`config.mk`:
```
export PLATFORM = sky130hd
export DESIGN_NAME = booth_mult_seq_flat
export DESIGN_NICKNAME = d
export VERILOG_FILES = /design/src/rtl/booth_mult_seq_if.sv /design/src/rtl/booth_mult_seq.sv /design/src/flat_wrapper.sv
export SDC_FILE = /design/constraint.sdc
export NUM_CORES = 1
export LEC_CHECK = 0
export CORE_AREA = 3 3 77 79
export CTS_CLUSTER_DIAMETER = 30
export DETAILED_ROUTE_END_ITERATION = 7
export DIE_AREA = 0 0 80 82
export PLACE_DENSITY = 0.69
export SLEW_MARGIN = 10
export SYNTH_ARGS = -nofsm -noshare
export SYNTH_HDL_FRONTEND = slang
export SYNTH_SLANG_ARGS = --single-unit
```
`constraint.sdc`:
```
create_clock -name clk -period 2.6 [get_ports clk]
set_clock_uncertainty 0.15 [all_clocks]
set_input_delay 0.52 -clock clk [delete_from_list [all_inputs] [get_ports clk]]
set_output_delay 0.52 -clock clk [all_outputs]
set_load 0.01 [all_outputs]
```
`src/rtl/booth_mult_seq_if.sv`:
```
// Start/busy/done handshake bundle for the sequential Booth multiplier.
// master = requester driving operands, slave = multiplier.
interface booth_mult_seq_if #(
  parameter int WIDTH = 8
);
  logic                 start;
  logic                 is_signed;
  logic [WIDTH-1:0]     multiplicand;
  logic [WIDTH-1:0]     multiplier;
  logic                 busy;
  logic                 done;
  logic [2*WIDTH-1:0]   product;

  modport master (
    output start, is_signed, multiplicand, multiplier,
    input  busy, done, product
  );

  modport slave (
    input  start, is_signed, multiplicand, multiplier,
    output busy, done, product
  );
endinterface

```
`src/rtl/booth_mult_seq.sv`:
```
// Multi-cycle radix-2 Booth multiplier, signed or unsigned per operation.
// Optional BOOTH_EARLY_TERM_EN: finish early once no further add/sub can occur.
//
// state  | meaning
// S_IDLE | waiting for start
// S_RUN  | one Booth step per cycle, busy high
// S_DONE | one-cycle done pulse, product freshly valid
module booth_mult_seq #(
  parameter int WIDTH = 8
) (
  input  logic               clk,
  input  logic               rst,
  booth_mult_seq_if.slave    bus
);
  localparam int N  = WIDTH + 1;
  localparam int CW = $clog2(N + 1);

  typedef enum logic [1:0] {S_IDLE, S_RUN, S_DONE} state_t;
  state_t state, state_nxt;

  logic [N-1:0]         acc, qr, m_reg, acc_sum;
  logic                 q_1;
  logic [CW-1:0]        cnt;
  logic [2*WIDTH-1:0]   product_q;
  logic [N-1:0]         m_ext, q_ext;
  logic [2*N:0]         step;
  logic [2*N-1:0]       aq_nxt;
  logic                 q1_nxt;
  logic                 run_fin;

  // The extra bit lets unsigned operands run through the signed datapath.
  assign m_ext = bus.is_signed ? {bus.multiplicand[WIDTH-1], bus.multiplicand}
                               : {1'b0, bus.multiplicand};
  assign q_ext = bus.is_signed ? {bus.multiplier[WIDTH-1], bus.multiplier}
                               : {1'b0, bus.multiplier};

  always_comb begin
    acc_sum = acc;
    case ({qr[0], q_1})
      2'b10:   acc_sum = acc - m_reg;
      2'b01:   acc_sum = acc + m_reg;
      default: acc_sum = acc;
    endcase
  end

  // {A,Qr,q_1} shifted right by one with A's sign replicated.
  assign step = {acc_sum[N-1], acc_sum, qr};

`ifdef BOOTH_EARLY_TERM_EN
  logic [N-1:0]          one_n, mask;
  logic                  early;
  logic signed [2*N-1:0] aq_s;
  logic [2*N-1:0]        jump;

  assign one_n = {{(N-1){1'b0}}, 1'b1};
  assign mask  = (one_n << cnt) - one_n;
  assign early = (((qr & mask) == '0) && !q_1) || (((qr & mask) == mask) && q_1);
  assign aq_s  = {acc, qr};
  assign jump  = aq_s >>> cnt;

  always_comb begin
    if (early) begin
      aq_nxt  = jump;
      q1_nxt  = q_1;
      run_fin = 1'b1;
    end else begin
      aq_nxt  = step[2*N:1];
      q1_nxt  = step[0];
      run_fin = (cnt == CW'(1));
    end
  end
`else
  always_comb begin
    aq_nxt  = step[2*N:1];
    q1_nxt  = step[0];
    run_fin = (cnt == CW'(1));
  end
`endif

  always_ff @(posedge clk) begin
    if (rst) state <= S_IDLE;
    else     state <= state_nxt;
  end

  always_comb begin
    state_nxt = state;
    case (state)
      S_IDLE, S_DONE: state_nxt = bus.start ? S_RUN : S_IDLE;
      S_RUN:          state_nxt = run_fin ? S_DONE : S_RUN;
      default:        state_nxt = S_IDLE;
    endcase
  end

  always_comb begin
    bus.busy = 1'b0;
    bus.done = 1'b0;
    case (state)
      S_RUN:   bus.busy = 1'b1;
      S_DONE:  bus.done = 1'b1;
      default: ;
    endcase
  end

  always_ff @(posedge clk) begin
    if (rst) begin
      acc       <= '0;
      qr        <= '0;
      q_1       <= 1'b0;
      m_reg     <= '0;
      cnt       <= '0;
      product_q <= '0;
    end else if (state == S_RUN) begin
      {acc, qr} <= aq_nxt;
      q_1       <= q1_nxt;
      cnt       <= cnt - CW'(1);
      if (run_fin) product_q <= aq_nxt[2*WIDTH-1:0];
    end else if (bus.start) begin
      acc   <= '0;
      qr    <= q_ext;
      q_1   <= 1'b0;
      m_reg <= m_ext;
      cnt   <= CW'(N);
    end
  end

  assign bus.product = product_q;
endmodule

```
`src/flat_wrapper.sv`:
```
// flat-port wrapper written by rule: the top's interface ports become plain ports
module booth_mult_seq_flat 
#(
  parameter int WIDTH = 8
)
  (clk, rst, bus_start, bus_is_signed, bus_multiplicand, bus_multiplier, bus_busy, bus_done, bus_product);
  booth_mult_seq_if #(.WIDTH(WIDTH)) bus_i ();
  input  logic clk;
  input  logic rst;
  input wire logic [$bits(bus_i.start)-1:0] bus_start;
  input wire logic [$bits(bus_i.is_signed)-1:0] bus_is_signed;
  input wire logic [$bits(bus_i.multiplicand)-1:0] bus_multiplicand;
  input wire logic [$bits(bus_i.multiplier)-1:0] bus_multiplier;
  output wire logic [$bits(bus_i.busy)-1:0] bus_busy;
  output wire logic [$bits(bus_i.done)-1:0] bus_done;
  output wire logic [$bits(bus_i.product)-1:0] bus_product;
  assign bus_i.start = bus_start;
  assign bus_i.is_signed = bus_is_signed;
  assign bus_i.multiplicand = bus_multiplicand;
  assign bus_i.multiplier = bus_multiplier;
  assign bus_busy = bus_i.busy;
  assign bus_done = bus_i.done;
  assign bus_product = bus_i.product;
  booth_mult_seq #(.WIDTH(WIDTH)) u_core (.clk(clk), .rst(rst), .bus(bus_i));
endmodule
```
==> run summary, run 1 <==
DETAILED ROUTING
---------------------------------------------------------------------------------
Final antenna-violating net count ..................................            0
Post-detailed-routing wire length ..................................      6.07 mm
DRC violations left ................................................            0
Drt first pass iters ...............................................            4
Post-detailed-route wirelength per cell ............................      14.4 µm
Drt via density ....................................................         5.39
Number of DRC markers in iteration 0 ...............................           97
Total number of vias ...............................................         2269

STA
---------------------------------------------------------------------------------
Setup-violating endpoint count in the final report .................            0
Highest clock frequency the design can meet ........................      391 MHz
Final min period ...................................................      2560 ps
Final setup TNS ....................................................         0 ps
Worst rel slew slack ...............................................        0.618
RSZ-0062 raised after global routing ...............................          yes
Max-slew violation count ...........................................            0
Transition time at the pin with the least slew margin ..............       571 ps
Final hold viol count ..............................................            0
Worst Hold Slack ...................................................       311 ps
Period utilization .................................................        0.984

GLOBAL ROUTING
---------------------------------------------------------------------------------
Initial antenna violation count ....................................            0
Overflow left after global routing .................................            0
First-pass GRT wire length .........................................      9.85 mm
Total Routing Usage GR .............................................        0.190
Via count of the first global-routing pass .........................         2104
Largest net degree at the start of global routing ..................           33

PLACED DESIGN
---------------------------------------------------------------------------------
Placed Area ........................................................     3010 µm²
Routability congestion estimate from global placement ..............        0.933
Sum of net half-perimeters after detailed placement ................      4.23 mm
Number of buffers added on ports ...................................           37

SETUP PATH
---------------------------------------------------------------------------------
Required time reported for the critical path endpoint ..............      2670 ps
Destination of the critical timing path ............................ u_core.bus.product[14]
Reg2reg start ...................................................... u_core.m_reg[0]
Crit. End Element ..................................................    flip-flop
Largest fanout on the critical path ................................            2
Critical path startpoint ........................................... u_core.m_reg[0]
Kind of start point of the critical path ...........................    flip-flop
Arrival time reported for the critical path endpoint ...............      2620 ps
Reg-to-reg slack, setup ............................................        40 ps
Type of the worst setup path .......................................      reg2reg
Reg-to-reg critical path endpoint .................................. u_core.bus.product[14]
Register-to-Register Path Depth ....................................            9

PWR
---------------------------------------------------------------------------------
Pleak ..............................................................   0.00132 µW
Pwr dens ...........................................................   587 nW/µm²
Maximum resistive drop on vdd ......................................     0.329 mV

CTS
---------------------------------------------------------------------------------
Reg clk slew, reported paths .......................................       100 ps
Bufs on Longest Clock Path .........................................            2
Number of clock buffers inserted by TritonCTS ......................            5
Clock insertion delay at the later pin of the skew report ..........       310 ps
Number of H-tree levels ............................................            2
Clock tree from TritonCTS ..........................................          yes
Clock sink total ...................................................           49
Root buf cell ...................................................... sky130_fd_sc_hd__clkbuf_8

YOSYS
---------------------------------------------------------------------------------
Mean instance size in the synthesized netlist ......................     8.37 µm²
Yosys warning total ................................................            0
Number of nets produced by synthesis ...............................          331
Commonest register cell after synthesis ............................ sky130_fd_sc_hd__dfxtp_1
Fraction of synthesis flops using an asynchronous set or reset pin .            0
Synthesized instance count .........................................          298
Number of flip-flops and latches in the synthesized netlist ........           49
Cell area after synthesis ..........................................     2490 µm²
Cell variety after synth ...........................................           43
Sequential area share after synthesis ..............................        0.393
Number of enable flip-flop cells after synthesis ...................            0

FINISH
---------------------------------------------------------------------------------
Area Growth Syn to Fin .............................................        30.9%
Net count reported at finish .......................................          381
Fraction of layout instances using a drive strength above 1 ........        0.175
Final standard cell utilization of the core ........................        0.604
Finished layout cell area ..........................................     3270 µm²
Number of flip-flops in the largest register .......................           16
Diodes inserted ....................................................            0

FLOORPLANNING
---------------------------------------------------------------------------------
Die width ..........................................................        80 µm
Starting density of the core .......................................        0.462
Number of placement rows ...........................................           27
Number of I/O pins .................................................           38
Y dimension of the die .............................................        82 µm
DIE AREA ...........................................................     6560 µm²
Core ar. ...........................................................     5410 µm²

WORST HOLD PATH
---------------------------------------------------------------------------------
Hold WC Path Type ..................................................      reg2reg
Hold-critical path depth ...........................................            2

OUTCOME
---------------------------------------------------------------------------------
Status .............................................................    completed

FLOW RUN
---------------------------------------------------------------------------------
Maximum Capacitance Violations .....................................            0

==> kinds of logic (layout without fill, tap and decap cells) <==
kind of cell               count (synthesis)  after routing  share of synthesized area
DFF                                       49             49                      0.393
muxes                                     12             12                     0.0486
buffers and inverters                     26             77                     0.0421
adders and majority gates                 13             13                     0.0682
and+or+nand+nor                          107            107                      0.193
AOI/OAI and AO/OA                         78             78                      0.207
xor gates and xnor gates                  13             13                     0.0486
==> layer usage <==
metal	wire, µm	global-route usage	vias up
met5	0	0	-
met4	63	0.0507	0
met3	238	0.0395	6
met2	2930	0.310	42
met1	2830	0.256	1073
li1	-	-	1148
==> through the flow <==
| stage | cells | setup slack, ps | power, µW |
|---|---|---|---|
| final | 421 | 42.8 | 1920 |
| after global routing | 421 | -37.1 | 2020 |
| after CTS | 415 | 12.5 | 1870 |
| after detailed placement | 407 | -51.7 | 1310 |
| after global placement | 407 | 38.8 | 1310 |
| after floorplan | 298 | 56.1 | 1160 |
==> critical path, cell delays in order, from the launching register on <==
cell                       delay, ps
sky130_fd_sc_hd__dfxtp_2         330
sky130_fd_sc_hd__inv_2            50
sky130_fd_sc_hd__ha_2            260
sky130_fd_sc_hd__mux2_4          280
sky130_fd_sc_hd__fa_2            340
sky130_fd_sc_hd__a21o_1          210
sky130_fd_sc_hd__a221oi_2        300
sky130_fd_sc_hd__xnor2_1         180
sky130_fd_sc_hd__mux2i_1         100
sky130_fd_sc_hd__a211oi_1        250
==> how the worst min path moves through the flow <==
stage / from / to / slack, ps
2_1_floorplan: u_core.cnt[3] / u_core.cnt[3] / 290
3_3_place_gp: u_core.bus.product[10] / u_core.bus.product[10] / 300
3_5_place_dp: u_core.bus.product[0] / u_core.bus.product[0] / 300
4_1_cts: u_core.bus.product[10] / u_core.bus.product[10] / 310
5_1_grt: u_core.bus.product[10] / u_core.bus.product[10] / 330
6_report: u_core.bus.product[10] / u_core.bus.product[10] / 310
==> Yosys cell counts (2+ instances only) <==
cell type	number	area [µm²]
sky130_fd_sc_hd__nand2_1	45	169
sky130_fd_sc_hd__and3_1	2	12.5
sky130_fd_sc_hd__dfxtp_1	49	981
sky130_fd_sc_hd__nand4_1	2	12.5
sky130_fd_sc_hd__xor2_1	6	52.6
sky130_fd_sc_hd__nor2_1	34	128
sky130_fd_sc_hd__mux2i_1	11	110
sky130_fd_sc_hd__nor3_1	3	15.0
sky130_fd_sc_hd__nand3b_1	2	15.0
sky130_fd_sc_hd__o41ai_1	2	17.5
sky130_fd_sc_hd__a311oi_1	4	35.0
sky130_fd_sc_hd__a31oi_1	4	25.0
sky130_fd_sc_hd__nand2b_1	3	18.8
sky130_fd_sc_hd__clkbuf_1	11	41.3
sky130_fd_sc_hd__buf_2	6	30.0
sky130_fd_sc_hd__ha_1	12	150
sky130_fd_sc_hd__nand3_1	9	45.0
sky130_fd_sc_hd__a21o_1	6	45.0
sky130_fd_sc_hd__a21oi_1	36	180
sky130_fd_sc_hd__xnor2_1	6	52.6
sky130_fd_sc_hd__a211oi_1	15	113
sky130_fd_sc_hd__inv_1	7	26.3
sky130_fd_sc_hd__o21ai_0	3	15.0
==> final cells by class <==
cell class	count	area, µm²
Tap cell	72	90.1
Multi-Input combinational cell	223	1500
Clock inverter	2	38.8
Inverter	8	30.0
Sequential cell	49	987
Timing Repair Buffer	61	549
Fill cell	493	2140
Clock buffer	6	72.6
==> placed cells by master, fill, tap and decap left out, types with 3 or more instances in the layout <==
cell type,synthesis,final
sky130_fd_sc_hd__ha_1,12,10
sky130_fd_sc_hd__xor2_1,6,6
sky130_fd_sc_hd__a21oi_1,36,33
sky130_fd_sc_hd__o41ai_2,1,3
sky130_fd_sc_hd__clkbuf_8,0,5
sky130_fd_sc_hd__buf_4,0,23
sky130_fd_sc_hd__o21ai_0,3,3
sky130_fd_sc_hd__dfxtp_1,49,44
sky130_fd_sc_hd__dfxtp_2,0,5
sky130_fd_sc_hd__nand2b_1,3,3
sky130_fd_sc_hd__nand2_1,45,45
sky130_fd_sc_hd__nor2_1,34,32
sky130_fd_sc_hd__xnor2_1,6,6
sky130_fd_sc_hd__a211oi_1,15,15
sky130_fd_sc_hd__a21oi_2,0,3
sky130_fd_sc_hd__a311oi_1,4,4
sky130_fd_sc_hd__nand3_1,9,9
sky130_fd_sc_hd__a21o_1,6,6
sky130_fd_sc_hd__inv_1,7,4
sky130_fd_sc_hd__mux2i_1,11,11
sky130_fd_sc_hd__inv_2,1,4
sky130_fd_sc_hd__clkdlybuf4s50_1,0,36
sky130_fd_sc_hd__a31oi_1,4,3
==> power by group <==
group	internal, µW	switching (µW)	total [µW]
clock network	289	271	560
logic	252	266	517
registers	797	42.7	840
total	1340	579	1920
==> repair_timing <==
action                     4_1_cts  5_1_grt
setup endpoints to repair        4        6
buffers inserted                 0        6
hold endpoints to repair         0        0
hold buffers                     0        0
pin swaps                        3        9
resized for setup                3       24
Note: power is estimated with default switching activity, not from simulation.
==> run 2: changes to the inputs <==
==> constraint.sdc (replaced) <==
create_clock -name clk -period 2.6 [get_ports clk]
set_clock_uncertainty 0.15 [all_clocks]
set_input_delay 0.52 -clock clk [delete_from_list [all_inputs] [get_ports clk]]
set_output_delay 0.52 -clock clk [all_outputs]
set_load 0.05 [all_outputs]
==> run summary, run 2 (synthesis gave the netlist of run 1 again) <==
CTS
----------------------------------------------------------------------------
Clock tree from TritonCTS .....................................          yes
Bufs on Longest Clock Path ....................................            2   unchanged
Number of H-tree levels .......................................            2   unchanged
Clock insertion delay at the later pin of the skew report .....       300 ps   about the same
Reg clk slew, reported paths ..................................        90 ps   about the same
Number of clock buffers inserted by TritonCTS .................            5   unchanged
Post-CTS Hold Buffers .........................................            0   unchanged
Root buf cell ................................................. sky130_fd_sc_hd__clkbuf_8
Clock sink total ..............................................           49   unchanged

SETUP PATH
----------------------------------------------------------------------------
Required time reported for the critical path endpoint .........      2670 ps   about the same
Reg-to-reg slack, setup .......................................        80 ps   +40 ps
Kind of start point of the critical path ......................    flip-flop
Type of the worst setup path ..................................      reg2reg
Arrival time reported for the critical path endpoint ..........      2590 ps   -30 ps
Largest fanout on the critical path ...........................            5   +3
Crit. End Element .............................................    flip-flop

DETAILED ROUTING
----------------------------------------------------------------------------
Drt via density ...............................................         5.31   -1.4%
DRC violations left ...........................................            0   unchanged
Post-detailed-routing wire length .............................      5.90 mm   -2.8%
Drt first pass iters ..........................................            4   unchanged
Post-detailed-route wirelength per cell .......................      14.2 µm   -1.1%
Final antenna-violating net count .............................            0   unchanged
Number of DRC markers in iteration 0 ..........................          129   +33%
Total number of vias ..........................................         2199   -3.1%

PWR
----------------------------------------------------------------------------
Pleak .........................................................   0.00127 µW   -3.5%
Pwr dens ......................................................   571 nW/µm²   -2.8%
Maximum resistive drop on vdd .................................     0.285 mV   -13%

FINISH
----------------------------------------------------------------------------
Most used cells in the layout excluding fill and tap cells .... sky130_fd_sc_hd__dfxtp_1, sky130_fd_sc_hd__nand2_1, sky130_fd_sc_hd__clkdlybuf4s50_1
Diodes inserted ...............................................            0   unchanged
Flip-flop and latch area ......................................      983 µm²   -0.38%
Number of fill cells ..........................................          514   +4.3%
Area of the multi-input gates .................................     1480 µm²   -0.92%
Final standard cell utilization of the core ...................        0.588   -0.0157
Fraction of layout instances using a drive strength above 1 ...        0.143   -0.0315
Most common library cell in the layout ignoring fill and taps . sky130_fd_sc_hd__dfxtp_1
Net count reported at finish ..................................          374   -1.8%
Area Growth Syn to Fin ........................................        27.5%
Number of flip-flops in the largest register ..................           16   unchanged

STA
----------------------------------------------------------------------------
Smallest setup slack after layout .............................      80.8 ps   +38.0 ps
Period utilization ............................................        0.969   -0.0146
Max-slew violation count ......................................            0   unchanged
Final min period ..............................................      2520 ps   -38.0 ps
Setup-violating endpoint count in the final report ............            0   unchanged
Worst rel slew slack ..........................................        0.609   -0.00907
Final hold viol count .........................................            0   unchanged
Highest clock frequency the design can meet ...................      397 MHz   +1.5%
Transition time at the pin with the least slew margin .........       584 ps   +13.6 ps

FLOORPLANNING
----------------------------------------------------------------------------
Number of placement rows ......................................           27   unchanged
Die width .....................................................        80 µm   unchanged
Starting density of the core ..................................        0.462   unchanged
Y dimension of the die ........................................        82 µm   unchanged
Core ar. ......................................................     5410 µm²   unchanged
DIE AREA ......................................................     6560 µm²   unchanged
Number of I/O pins ............................................           38   unchanged

OUTCOME
----------------------------------------------------------------------------
Status ........................................................    completed

WORST HOLD PATH
----------------------------------------------------------------------------
Hold WC Path Type .............................................      reg2reg

PLACED DESIGN
----------------------------------------------------------------------------
Setup slack after placement ...................................     -36.3 ps   +15.3 ps
Number of buffers added on ports ..............................           37   unchanged
Routability congestion estimate from global placement .........        0.860   -7.8%
Sum of net half-perimeters after detailed placement ...........      4.17 mm   -1.6%

GLOBAL ROUTING
----------------------------------------------------------------------------
Total Routing Usage GR ........................................        0.190   -0.000320
Via count of the first global-routing pass ....................         2095   -0.43%
Overflow left after global routing ............................            0   unchanged
First-pass GRT wire length ....................................      9.80 mm   -0.50%
Largest net degree at the start of global routing .............           33   unchanged
Initial antenna violation count ...............................            0   unchanged

FLOW RUN
----------------------------------------------------------------------------
Maximum Capacitance Violations ................................            0   unchanged

## run 2: timing repair
action	4_1_cts	5_1_grt
resized for setup	3	16
endpoints found under the setup margin	5	7
pin swaps	2	11
gates cloned	0	0
buffers inserted	0	1
## run 2: cell type report
class,count,share of cell area
clock inverter,2,0.00433
clock buffer,6,0.0228
inverter,8,0.00944
timing repair buffer,54,0.159
sequential,49,0.309
multi-input combinational,223,0.467
tap,72,0.0283
## run 2: metal layers
layer  GRT usage  share of wire  vias to the layer above
met3      0.0340          0.033                       11
met2       0.316           0.47                       45
met4      0.0405         0.0097                        0
met5           0              0                        -
met1       0.257           0.49                     1010
li1            -              -                     1133
## run 2: metrics by stage
step	setup TNS (ps)	instance area [µm²]	cells	hold WS (ps)	power (µW)
after floorplan	0	2500	298	287	1190
final	0	3180	414	308	1820
after CTS	0	3100	413	313	1800
after global placement	-7.87	3010	405	293	1330
after global routing	-110	3180	414	330	1910
after detailed placement	-72.8	3010	405	300	1340
## run 2: critical path: stages, from the launching register on
cell and delay [ps]:
sky130_fd_sc_hd__dfxtp_2 330, sky130_fd_sc_hd__inv_1 60, sky130_fd_sc_hd__ha_4 170, sky130_fd_sc_hd__buf_4 160
sky130_fd_sc_hd__a31oi_2 170, sky130_fd_sc_hd__xor2_1 200, sky130_fd_sc_hd__ha_1 280, sky130_fd_sc_hd__and3_4 170
sky130_fd_sc_hd__a221oi_4 270, sky130_fd_sc_hd__xnor2_1 180, sky130_fd_sc_hd__mux2i_1 100, sky130_fd_sc_hd__a211oi_1 200
## run 2: worst paths after layout
kind / start / to / depth (start not counted)
hold / removal: u_core.bus.product[7] / u_core.bus.product[7] / 2
setup / recovery: u_core.qr[0] / u_core.bus.product[14] / 11
setup reg to reg: u_core.qr[0] / u_core.bus.product[14] / 11
hold reg to reg: u_core.bus.product[7] / u_core.bus.product[7] / 2
## run 2: where the power goes
group | switching, µW | total (µW) | internal, µW
combinational | 287 | 521 | 234
clock | 265 | 457 | 192
sequential | 41.0 | 837 | 796
total | 593 | 1820 | 1220
==> RTL edit 1: new RTL, flow settings as in run 2 <==
The 3 states of `state_t` get a one-hot encoding in 3 bits.
--- a/src/rtl/booth_mult_seq.sv
+++ b/src/rtl/booth_mult_seq.sv
@@ -17,3 +17,3 @@
 
-  typedef enum logic [1:0] {S_IDLE, S_RUN, S_DONE} state_t;
+  typedef enum logic [2:0] {S_IDLE = 3'b001, S_RUN = 3'b010, S_DONE = 3'b100} state_t;
   state_t state, state_nxt;
Formal check against the unedited RTL: no difference found for any inputs over 10 cycles, from zero or initial values and one cycle with rst high; not proved beyond that.
==> RTL edit 1 against run 2 <==
Sequential cell count is 1 higher. Count of clock-buffer cells in the layout is 1 lower. Synthesized area is 1.3% higher. Total power is 6.4% lower. Cell area is 4.4% higher. Routed wire length is 1.1% higher. Clock power is 22% higher. Setup slack worse by 0.052 ns.
==> RTL edit 1: results (changes against run 2) <==
* Status: completed (unchanged)
* Critical R2R Capture: u_core.acc[5] (was u_core.bus.product[14])
* Tot GR Track Use at 19.3% (was 19.0%)
* Deepest clock path buffer count at 2 (unchanged)
* Top Layer Used: met4 (unchanged)
* Share of cells above drive strength 1 at 17.8% (was 14.3%)
* Final ANT Viol Nets at 0 (unchanged)
* GRT overflow at 0 (unchanged)
* Synthesized net count at 333 (was 331)
* CP max FO at 5 (unchanged)
* Max reg flops at 16 (unchanged)
* Initial antenna violation count at 0 (unchanged)
* Leak at 1.32 nW (was 1.27 nW)
* Largest cells by area after synthesis: dfxtp_1, a21oi_1, ha_1, nand2_1, mux2i_1 (was dfxtp_1, a21oi_1, nand2_1, ha_1, nor2_1)
* First-pass DRT Iterations at 4 (unchanged)
* Most frequent cells after synthesis: dfxtp_1, nand2_1, a21oi_1, nor2_1, a211oi_1 (unchanged)
* Placed insts at 407 (was 405)
* FF-to-FF path depth at 11 (unchanged)
* Worst r2r src: u_core.qr[0] (unchanged)
* CTS buffer count at 5 (unchanged)
* Sequential share of the synthesized area at 39.6% (was 39.3%)
* Htree depth at 2 (unchanged)
* Vias in the first global route at 2086 (was 2095)
* Worst Hold Class: reg -> reg (unchanged)
* Hold slack at 0.309 ns (was 0.308 ns)
* Routed wl met3 at 163 um (was 197 um)
* Ys flop type: dfxtp_1 (unchanged)
* Nets@finish at 381 (was 374)
* Largest net degree at the start of global routing at 43 (was 33)
* Worst slew margin at 62.2% (was 60.9%)
* Routability congestion estimate at 0.837 (was 0.860)
* Fin cells at 421 (was 414)
* CP endpoint kind: flip-flop (unchanged)
* First-pass GRT wire length at 9870 um (was 9800 um)
* Post-Syn Instances at 300 (was 298)
* Final HPWL DP at 4050 um (was 4170 um)
* Met2 routed WL at 2890 um (was 2770 um)
* Synthesis Warnings at 0 (unchanged)
* Ant diodes at 0 (unchanged)
* Root Buffer: clkbuf_8 (unchanged)
* Placed inst area at 3040 sq um (was 3010 sq um)
* Port bufs at 37 (unchanged)
* Vias at 2252 (was 2199)
* Reg clk slew, reported paths at 0.09 ns (about the same)
* Routed met1 length at 2820 um (was 2870 um)
* Ys async rst share at 0% (unchanged)
* Worst EP arrival at 2.64 ns (was 2.59 ns)
* CP startpoint kind: flip-flop (unchanged)
* DRT iter0 DRCs at 126 (was 129)
* Routed len/inst at 14.2 um (about the same)
* Reg2reg setup slack at 0.03 ns (was 0.08 ns)
* Synth unique cells at 44 (was 43)
* Worst VDD drop at 0.429 mV (was 0.285 mV)
* Clk Latency, worst-skew pair at 0.31 ns
## RTL edit 1: through the flow
step	setup slack [ns]	util, %
4_1_cts	0.00163	58.7
3_3_place_gp	-0.0309	56.3
6_report	0.0290	61.5
5_1_grt	-0.0994	61.5
3_5_place_dp	-0.0446	56.3
2_1_floorplan	0.0417	-
## RTL edit 1: how the worst min path moves through the flow
stage / cells past startpoint / to / from
2_1_floorplan: 2 / u_core.q_1 / u_core.qr[0]
3_3_place_gp: 2 / u_core.bus.product[10] / u_core.bus.product[10]
3_5_place_dp: 2 / u_core.bus.product[3] / u_core.bus.product[3]
4_1_cts: 2 / u_core.bus.product[3] / u_core.bus.product[3]
5_1_grt: 2 / u_core.bus.product[3] / u_core.bus.product[3]
6_report: 2 / u_core.bus.product[3] / u_core.bus.product[3]
## RTL edit 1: area by class of cell
| type | count | area (sq um) |
|---|---|---|
| timing repair buffer | 59 | 553 |
| tap | 72 | 90.1 |
| fill | 471 | 2080 |
| clock buffer | 5 | 68.8 |
| inverter | 9 | 33.8 |
| clock inverter | 3 | 43.8 |
| sequential | 50 | 1010 |
| multi-input combinational | 223 | 1520 |
## RTL edit 1: layer usage
metal,global-route usage (%),vias up
met5,0,-
met4,6.59,0
met3,4.50,6
met2,30.7,35
met1,25.6,1054
li1,-,1157
## RTL edit 1: kinds of logic after synthesis
| family | Yosys count | synth area share (%) |
|---|---|---|
| AO/OA/AOI/OAI | 77 | 19.9 |
| XOR/XNOR | 13 | 4.80 |
| adder cells (fa/ha/maj) | 13 | 6.74 |
| buffers and inverters | 27 | 4.26 |
| flip-flops | 50 | 39.6 |
| multiplexers | 13 | 5.20 |
| AND/OR/NAND/NOR | 107 | 19.5 |
## RTL edit 1: power breakdown
part           switching (mW)  total, mW  leakage (nW)  internal [mW]
combinational           0.165      0.325         0.855          0.160
clock                   0.269      0.558        0.0585          0.289
sequential             0.0245      0.816         0.410          0.792
total                   0.459       1.70          1.32           1.24
## RTL edit 1: critical path, stage by stage, from the launching register on
cell	delay, ns
dfxtp_2	0.34
inv_2	0.04
ha_4	0.17
buf_6	0.13
a31oi_4	0.14
xor2_1	0.22
ha_1	0.30
and3_4	0.19
a221oi_4	0.28
xnor2_1	0.15
nand2_1	0.09
a311oi_1	0.29
## RTL edit 1: timing repair
| item | 4_1_cts | 5_1_grt |
|---|---|---|
| buffers inserted | 0 | 6 |
| pin swaps | 1 | 20 |
| gates resized for setup | 3 | 28 |
| setup endpoints to repair | 7 | 9 |
| endpoints found under the hold margin | 0 | 0 |
==> RTL edit 2: new RTL, settings of run 2 <==
Made on the original files. `WIDTH` is set to 8 in 3 places; all go to 4.
--- a/src/rtl/booth_mult_seq_if.sv
+++ b/src/rtl/booth_mult_seq_if.sv
@@ -3,3 +3,3 @@
 interface booth_mult_seq_if #(
-  parameter int WIDTH = 8
+  parameter int WIDTH = 4
 );
--- a/src/rtl/booth_mult_seq.sv
+++ b/src/rtl/booth_mult_seq.sv
@@ -8,3 +8,3 @@
 module booth_mult_seq #(
-  parameter int WIDTH = 8
+  parameter int WIDTH = 4
 ) (
--- a/src/flat_wrapper.sv
+++ b/src/flat_wrapper.sv
@@ -3,3 +3,3 @@
 #(
-  parameter int WIDTH = 8
+  parameter int WIDTH = 4
 )
Interface: changed (resized bus_multiplicand, bus_multiplier and bus_product); port bits go from 38 to 22. No check against the original RTL was run, so the function may have changed too.
==> RTL edit 2 against run 2 <==
First-iteration DRC count decreased by 53%. Clock power decreased by 24%. Sequential cell count decreased by 21. Count of clock-buffer cells in the layout decreased by 3. Sequential share of layout area increased by 0.32 points. Cell count decreased by 37%. Critical path depth decreased by 3. Synthesized area decreased by 43%. Cell area decreased by 44%. Total power decreased by 43%. Via count decreased by 45%. Routed wire length decreased by 46%. Setup slack improved by 0.21 ns. Non-clock buffer count decreased by 28.
==> RTL edit 2: results (changes against run 2) <==
* Buffer share of cell area at 14.4% (was 15.9%)
* Storage cell area at 561 sq um (was 983 sq um)
* First-pass GRT wire length at 5540 um (was 9800 um)
* Largest net degree at the start of global routing at 26 (was 33)
* Clk tree area frac at 3.97% (was 2.71%)
* CP max FO at 4 (was 5)
* Min-delay src: u_core.bus.product[0] (was u_core.bus.product[7])
* CTS resizes at 0 (was 3)
* Vias in the first global route at 1223 (was 2095)
* Buffers, non-clock at 26 (was 54)
* Routing usage on met2 at 17.0% (was 31.6%)
* Routability congestion estimate at 0.814 (was 0.860)
* Clk Latency, worst-skew pair at 0.28 ns (was 0.30 ns)
* Hold path endpoint: u_core.bus.product[0] (was u_core.bus.product[7])
* Mapped cell area at 1420 sq um (was 2490 sq um)
* Clock buffers at 3 (was 6)
* Slowest Stage Delay on Critical Path at 0.39 ns (was 0.33 ns)
* GRT met1 Usage at 13.4% (was 25.7%)
* Routed len/inst at 12.2 um (was 14.2 um)
* Max reg flops at 8 (was 16)
* Status: completed (unchanged)
* Synthesis Warnings at 0 (unchanged)
* DRT iter0 DRCs at 61 (was 129)
* Most frequent cells after synthesis: dfxtp_1, nand2_1, nor2_1, a21oi_1 (was dfxtp_1, nand2_1, a21oi_1, nor2_1, a211oi_1)
* Synthesized net count at 190 (was 331)
* Yosys reg bits at 28 (was 49)
* Synth unique cells at 37 (was 43)
* Crit-path slowest cell: dfxtp_1 (was dfxtp_2)
* M3 GR Usage at 2.52% (was 3.40%)
* Reg2reg setup slack at 0.29 ns (was 0.08 ns)
* Tot GR Track Use at 10.5% (was 19.0%)
* Worst slew margin at 67.0% (was 60.9%)
* Nets@finish at 210 (was 374)
* Largest cells by area after synthesis: dfxtp_1, ha_1, a21oi_1, nand2_1, a211oi_1 (was dfxtp_1, a21oi_1, nand2_1, ha_1, nor2_1)
* Via density at 4.70 (was 5.31)
* Critical R2R Capture: u_core.acc[2] (was u_core.bus.product[14])
* Multi-input logic area at 785 sq um (was 1480 sq um)
* Sequential share of the synthesized area at 39.4% (was 39.3%)
* #MultiIn Comb at 121 (was 223)
* Share of cells above drive strength 1 at 7.49% (was 14.3%)
* Fillers at 582 (was 514)
* Leak at 0.725 nW (was 1.27 nW)
## RTL edit 2: cell count changes after synthesis, moves of 3 or more
cell      change
nand2_1      -25
dfxtp_1      -21
a21oi_1      -19
nor2_1       -16
a211oi_1      -6
a21o_1        -5
clkbuf_1      -5
mux2i_1       -5
xnor2_1       -5
a311oi_1      -3
ha_1          -3
nand3_1       -3
## RTL edit 2: logic make-up (layout without fill, tap and decap cells)
group / after synthesis / count (layout) / share of synthesized area (%)
DFF: 28 / 28 / 39.4
AOI/OAI and AO/OA: 38 / 38 / 17.2
adders and majority gates: 10 / 10 / 9.32
and+or+nand+nor: 60 / 60 / 19.7
xor gates and xnor gates: 5 / 5 / 3.08
buffers and inverters: 19 / 38 / 5.45
muxes: 8 / 8 / 5.80
## RTL edit 2: power breakdown
part | leakage, nW | internal (mW) | switching (mW)
logic | 0.460 | 0.0946 | 0.122
clock network | 0.0357 | 0.206 | 0.143
registers | 0.229 | 0.455 | 0.0209
## RTL edit 2: through the flow
step                      area, sq um  hold WS [ns]  std cells  setup WS, ns
after floorplan                  1420         0.288        168         0.480
after global placement           1720         0.299        255         0.412
after detailed placement         1720         0.306        255         0.332
after CTS                        1790         0.321        259         0.296
after global routing             1790         0.339        259         0.133
final                            1790         0.315        259         0.288
## RTL edit 2: worst reg2reg max path: cells and delay by family, from the launching register on
family | cells | cell delay (ns)
muxes | 1 | 0.30
xor gates and xnor gates | 1 | 0.11
buffers and inverters | 1 | 0.07
adders and majority gates | 2 | 0.56
DFF | 1 | 0.39
AOI/OAI and AO/OA | 3 | 0.64
## RTL edit 2: layer usage
layer | wire, um | up-vias
met2 | 1470 | 24
met3 | 136 | 6
met1 | 1510 | 568
met4 | 51 | 0
met5 | 0 | -
li1 | - | 620
